`config.mk`:
```
export PLATFORM = sky130hd
export DESIGN_NAME = gb_oam_dma
export DESIGN_NICKNAME = d
export VERILOG_FILES = /design/src/rtl/gb_dma_pkg.sv /design/src/rtl/gb_dma_slot_ctr.sv /design/src/rtl/gb_oam_dma.sv
export SDC_FILE = /design/constraint.sdc
export NUM_CORES = 1
export LEC_CHECK = 0
export ABC_AREA = 0
export BUFFER_PORTS_ARGS = -buffer_cell sky130_fd_sc_hd__buf_2
export CORE_MARGIN = 3
export CORE_UTILIZATION = 30
export CTS_BUF_LIST = sky130_fd_sc_hd__clkbuf_2
export DETAILED_ROUTE_END_ITERATION = 12
export PLACE_DENSITY = 0.63
export SLEW_MARGIN = 20
export SYNTH_ARGS = -nofsm -noshare
export SYNTH_HDL_FRONTEND = slang
export SYNTH_SLANG_ARGS = --single-unit
```
`constraint.sdc`:
```
create_clock -name clk -period 3.12 [get_ports clk]
set_input_delay 0.624 -clock clk [delete_from_list [all_inputs] [get_ports clk]]
set_output_delay 0.624 -clock clk [all_outputs]
set_load 0.02 [all_outputs]
```
`src/rtl/gb_dma_pkg.sv`:
```
// Shared constants for the Game Boy DMA engines (OAM DMA now, HDMA later).
package gb_dma_pkg;

  localparam logic [1:0] ST_IDLE  = 2'd0;
  localparam logic [1:0] ST_START = 2'd1;
  localparam logic [1:0] ST_XFER  = 2'd2;

  localparam int OAM_BYTES = 160;

  localparam logic [15:0] DMA_REG_ADR = 16'hFF46;

  localparam logic [7:0] ECHO_BASE_HI = 8'hE0;
  localparam logic [7:0] ECHO_OFFSET  = 8'h20;

  // Echo RAM (0xE0xx and up) reads back the work RAM it mirrors at 0xC0-0xDF.
  function automatic logic [7:0] effSrcHi(input logic [7:0] srcHi);
    return (srcHi >= ECHO_BASE_HI) ? (srcHi - ECHO_OFFSET) : srcHi;
  endfunction

endpackage

```
`src/rtl/gb_dma_slot_ctr.sv`:
```
// Phase/index counter pair for byte-slot DMA engines; flags the last clock of a
// slot and the last clock of the final slot.
module gb_dma_slot_ctr
  import gb_dma_pkg::*;
#(
  parameter int CLKS_PER_BYTE = 4
) (
  input  logic       clk,
  input  logic       reset,
  input  logic       clr_i,
  input  logic       en_i,
  output logic [7:0] idx_o,
  output logic       phaseLast_o,
  output logic       slotLast_o
);

  localparam int             PW     = $clog2(CLKS_PER_BYTE);
  localparam logic [PW-1:0]  P_LAST = PW'(CLKS_PER_BYTE - 1);
  localparam logic [7:0]     I_LAST = 8'(OAM_BYTES - 1);

  logic [PW-1:0] phase_q, phase_d;
  logic [7:0]    idx_q, idx_d;

  assign phaseLast_o = (phase_q == P_LAST);
  assign slotLast_o  = phaseLast_o && (idx_q == I_LAST);
  assign idx_o       = idx_q;

  always_comb begin
    phase_d = phase_q;
    idx_d   = idx_q;
    if (clr_i) begin
      phase_d = '0;
      idx_d   = '0;
    end else if (en_i) begin
      if (phaseLast_o) begin
        phase_d = '0;
        idx_d   = slotLast_o ? 8'd0 : idx_q + 8'd1;
      end else begin
        phase_d = phase_q + PW'(1);
      end
    end
  end

  always_ff @(posedge clk) begin
    if (!reset) begin
      phase_q <= '0;
      idx_q   <= '0;
    end else begin
      phase_q <= phase_d;
      idx_q   <= idx_d;
    end
  end

endmodule

```
`src/rtl/gb_oam_dma.sv`:
```
// OAM DMA: copies 160 bytes from {src_hi, 8'h00} into OAM, one byte per
// M-cycle, after a CPU write to 0xFF46.
module gb_oam_dma
  import gb_dma_pkg::*;
#(
  parameter int CLKS_PER_BYTE = 4
) (
  input  logic        clk,
  input  logic        reset,
  input  logic        reg_wr,
  input  logic [7:0]  reg_din,
  output logic [7:0]  reg_dout,
  output logic [15:0] dma_adr,
  output logic        dma_rd,
  input  logic [7:0]  dma_din,
  output logic [7:0]  oam_adr,
  output logic [7:0]  oam_dout,
  output logic        oam_wr,
  output logic        dma_active,
  output logic        cpu_block
);

  logic [1:0] state_q, state_d;
  logic [7:0] srcHi_q, srcHi_d;
  logic [7:0] idx;
  logic       phaseLast, slotLast;
  logic       ctrClr, ctrEn;
  logic       inXfer;

  gb_dma_slot_ctr #(
    .CLKS_PER_BYTE(CLKS_PER_BYTE)
  ) u_slot_ctr (
    .clk        (clk),
    .reset      (reset),
    .clr_i      (ctrClr),
    .en_i       (ctrEn),
    .idx_o      (idx),
    .phaseLast_o(phaseLast),
    .slotLast_o (slotLast)
  );

  // A register write always wins: it (re)starts the transfer from any state.
  always_comb begin
    state_d = state_q;
    srcHi_d = srcHi_q;
    ctrClr  = 1'b0;
    ctrEn   = 1'b0;
    if (reg_wr) begin
      state_d = ST_START;
      srcHi_d = reg_din;
      ctrClr  = 1'b1;
    end else begin
      case (state_q)
        ST_START: begin
          if (phaseLast) begin
            state_d = ST_XFER;
            ctrClr  = 1'b1;
          end else begin
            ctrEn = 1'b1;
          end
        end
        ST_XFER: begin
          if (slotLast) begin
            state_d = ST_IDLE;
            ctrClr  = 1'b1;
          end else begin
            ctrEn = 1'b1;
          end
        end
        default: begin
          state_d = ST_IDLE;
          ctrClr  = 1'b1;
        end
      endcase
    end
  end

  always_ff @(posedge clk) begin
    if (!reset) begin
      state_q <= ST_IDLE;
      srcHi_q <= 8'h00;
    end else begin
      state_q <= state_d;
      srcHi_q <= srcHi_d;
    end
  end

  assign inXfer     = (state_q == ST_XFER);
  assign dma_active = (state_q == ST_START) || inXfer;
  assign cpu_block  = inXfer;
  assign reg_dout   = srcHi_q;
  assign dma_rd     = inXfer;
  assign dma_adr    = inXfer ? {effSrcHi(srcHi_q), idx} : 16'h0000;
  assign oam_wr     = inXfer && phaseLast;
  assign oam_adr    = inXfer ? idx : 8'h00;
  assign oam_dout   = oam_wr ? dma_din : 8'h00;

endmodule

```
==> reports/qor.txt <==
Drt wl/cell: 11.78 µm
I/O Buffers: 62
Via count: 1159
Crit share post-route: 73.97%
Worst Max-Slew Pin Slew: 533.6 ps
Pleak: 0.7632 nW
Area of the multi-input gates: 762.0 µm²
Number of fill cells in the layout: 423
Status: complete, no violations
Count leader, synth: dfxtp_1
RSZ-0062 raised after global routing: false
Clock Skew: 4.215 ps
Core area: 0.004058 mm²
Final setup violation count: 0
1st-iter DRT viols: 64
Total Wirelength: 2.885 mm
CTS buffer count: 3
Cell Rows: 23
Clk Latency, worst-skew pair: 310 ps
Post-synth net total: 169
Worst-path fanout max: 34
First-pass GRT wire length: 4.892 mm
Element type at the critical path start: register
Setup repair bufs after CTS: 0
Initial antenna violation count: 0
Max cap viols: 0
Synthesized area: 0.001281 mm²
Clock slew at reported path FFs: 190 ps
HP Class: register to register
Die Area: 0.005091 mm²
Seq/Total Area, Yosys: 31.25%
Worst EP required: 2500 ps
DIE WIDTH: 71.35 µm
Crit path DAT: 1680 ps
Post-CTS Hold Buffers: 0
Total GRT Usage: 11.57%
Total gr overflow: 0
VDD IR max: 0.1242 mV
Pwr/cell area: 273.7 mW/mm²
DR vias/cell: 4.731
Yosys reg bits: 20
Avg Inst Size Synth: 8.836 µm²
Top cells by count, synth: dfxtp_1 (20), and2_1 (14), nor2b_1 (10), buf_4 (9)
Maximum clock frequency: 0.4333 GHz
Slew margin rel.: 64.42%
Switching power: 0.1135 mW
TNS Setup: 0 ps
Slew Limit Fails: 0
Cell type with the largest total area after synthesis: dfxtp_1
Share of post-route cells with drive strength above 1: 37.95%
ANT cells: 0
Area contributors post-synth: dfxtp_1 (31%), and2_1 (6.8%), mux2i_1 (6.3%)
Number of synthesized flops with an enable pin: 0
Synth Flop Type: dfxtp_1
Power Internal: 0.3169 mW
Yosys top cell area share: 31.25%
I/O pins: 63
Power share of the clock group: 24.6%
CP Capture Type: primary output
DRC viols: 0
HPWL after detailed placement: 2.161 mm
NumNets Final: 220
Htree depth: 1
Post-synth ARST share: 0%
Largest net degree at the start of global routing: 35
Final ANT Viol Nets: 0
Pre-antenna DRT Iters: 4
Distinct cells, synth: 35
CTS root buffer: clkbuf_2
RD Place Congestion: 0.7192
Switch share: 26.38%
Area growth syn-to-layout: 22.75%
CTS tree: done
Storage cell area: 400.4 µm²
Die H: 71.35 µm
Sequential share of power: 62.5%
Fin crit period: 2308 ps
Yosys warnings: 0
Vias in the first global route: 1064
Cell count after synthesis: 145
Post-CTS resize count: 0
Total power: 0.4304 mW
CTS sink count: 20
Clk buf depth: 2
CP Class: register to primary output
Initial core utilization: 31.58%
Comb pwr share: 12.9%
Final hold violations: 0
## kinds of logic (layout without fill, tap and decap cells)
kind of cell / after synthesis / in the layout / synth area share (%)
AOI/OAI and AO/OA: 18 / 18 / 10.64
and+or+nand+nor: 66 / 66 / 32.72
xor gates and xnor gates: 7 / 7 / 4.785
muxes: 8 / 8 / 6.250
DFF: 20 / 20 / 31.25
adders and majority gates: 5 / 5 / 4.883
buffers and inverters: 21 / 71 / 9.472
## per-layer routing
layer	track usage, %	share of wire (%)
met1	15.25	45
met5	0	0
met4	3.758	0.59
met3	1.964	6.5
met2	19.18	48
## path summary, 6_finish.rpt
path,from,endpoint,slack [ps],cells after the start
worst min register to register,u_slot_ctr.phase_q[1],u_slot_ctr.phase_q[1],500,2
worst max-delay path,state_q[0],dma_adr[14],810,5
worst min-delay path,u_slot_ctr.phase_q[1],u_slot_ctr.phase_q[1],500,2
worst max register to register,state_q[0],u_slot_ctr.idx_o[5],1220,6
## metrics by stage
stage               area [µm²]  hold slack (ps)  setup slack [ps]  std cells  util, %
global route              1573            538.1             575.7        245    38.76
floorplan                 1281            452.0             811.0        145        -
detailed placement        1551            485.1             848.3        241    38.24
global placement          1551            465.4             888.3        241    38.24
CTS                       1570            507.9             455.3        245    38.70
finish                    1573            502.9             812.3        245    38.76
## flip-flops by register name, indices dropped and copies added, names as in the netlist
register and flops:
reg_dout 8, state_q 2, u_slot_ctr.idx_o 8, u_slot_ctr.phase_q 2
## critical path, cell delays in order, from the launching register on
cell and delay, ps:
dfxtp_1 370, inv_1 60, ha_2 520, nand2_1 100, a31oi_1 140, buf_2 180
## power by group through the flow
stage	clock, mW	sequential (mW)	combinational [mW]
5_1_grt	0.123	0.271	0.0616
4_1_cts	0.115	0.269	0.0563
3_5_place_dp	0	0.274	0.0562
6_report	0.106	0.269	0.0555
3_3_place_gp	0	0.274	0.0550
2_1_floorplan	0	0.281	0.0276
## cell type report
type,instances,area share [%]
timing repair buffer,62,19.73
inverter,5,1.193
multi-input combinational,104,48.45
clock buffer,3,0.9547
sequential,20,25.46
tap,50,3.978
clock inverter,1,0.2387
## cell usage in the layout (no fill, tap or decap), types with 2 or more instances in the layout
cell / n
xnor2_1: 4
nand4_1: 2
and3_1: 8
o31ai_1: 2
nand4bb_2: 2
buf_2: 62
a211oi_1: 2
clkbuf_2: 3
nor2b_1: 10
dfxtp_1: 20
mux2i_1: 8
ha_1: 4
a21oi_1: 6
nand3_1: 6
o21ai_0: 2
inv_1: 5
xor2_1: 3
and2_1: 14
nand2_1: 8
nor2_1: 7
a31oi_1: 3
No activity file was read; power rests on OpenSTA's default activity.
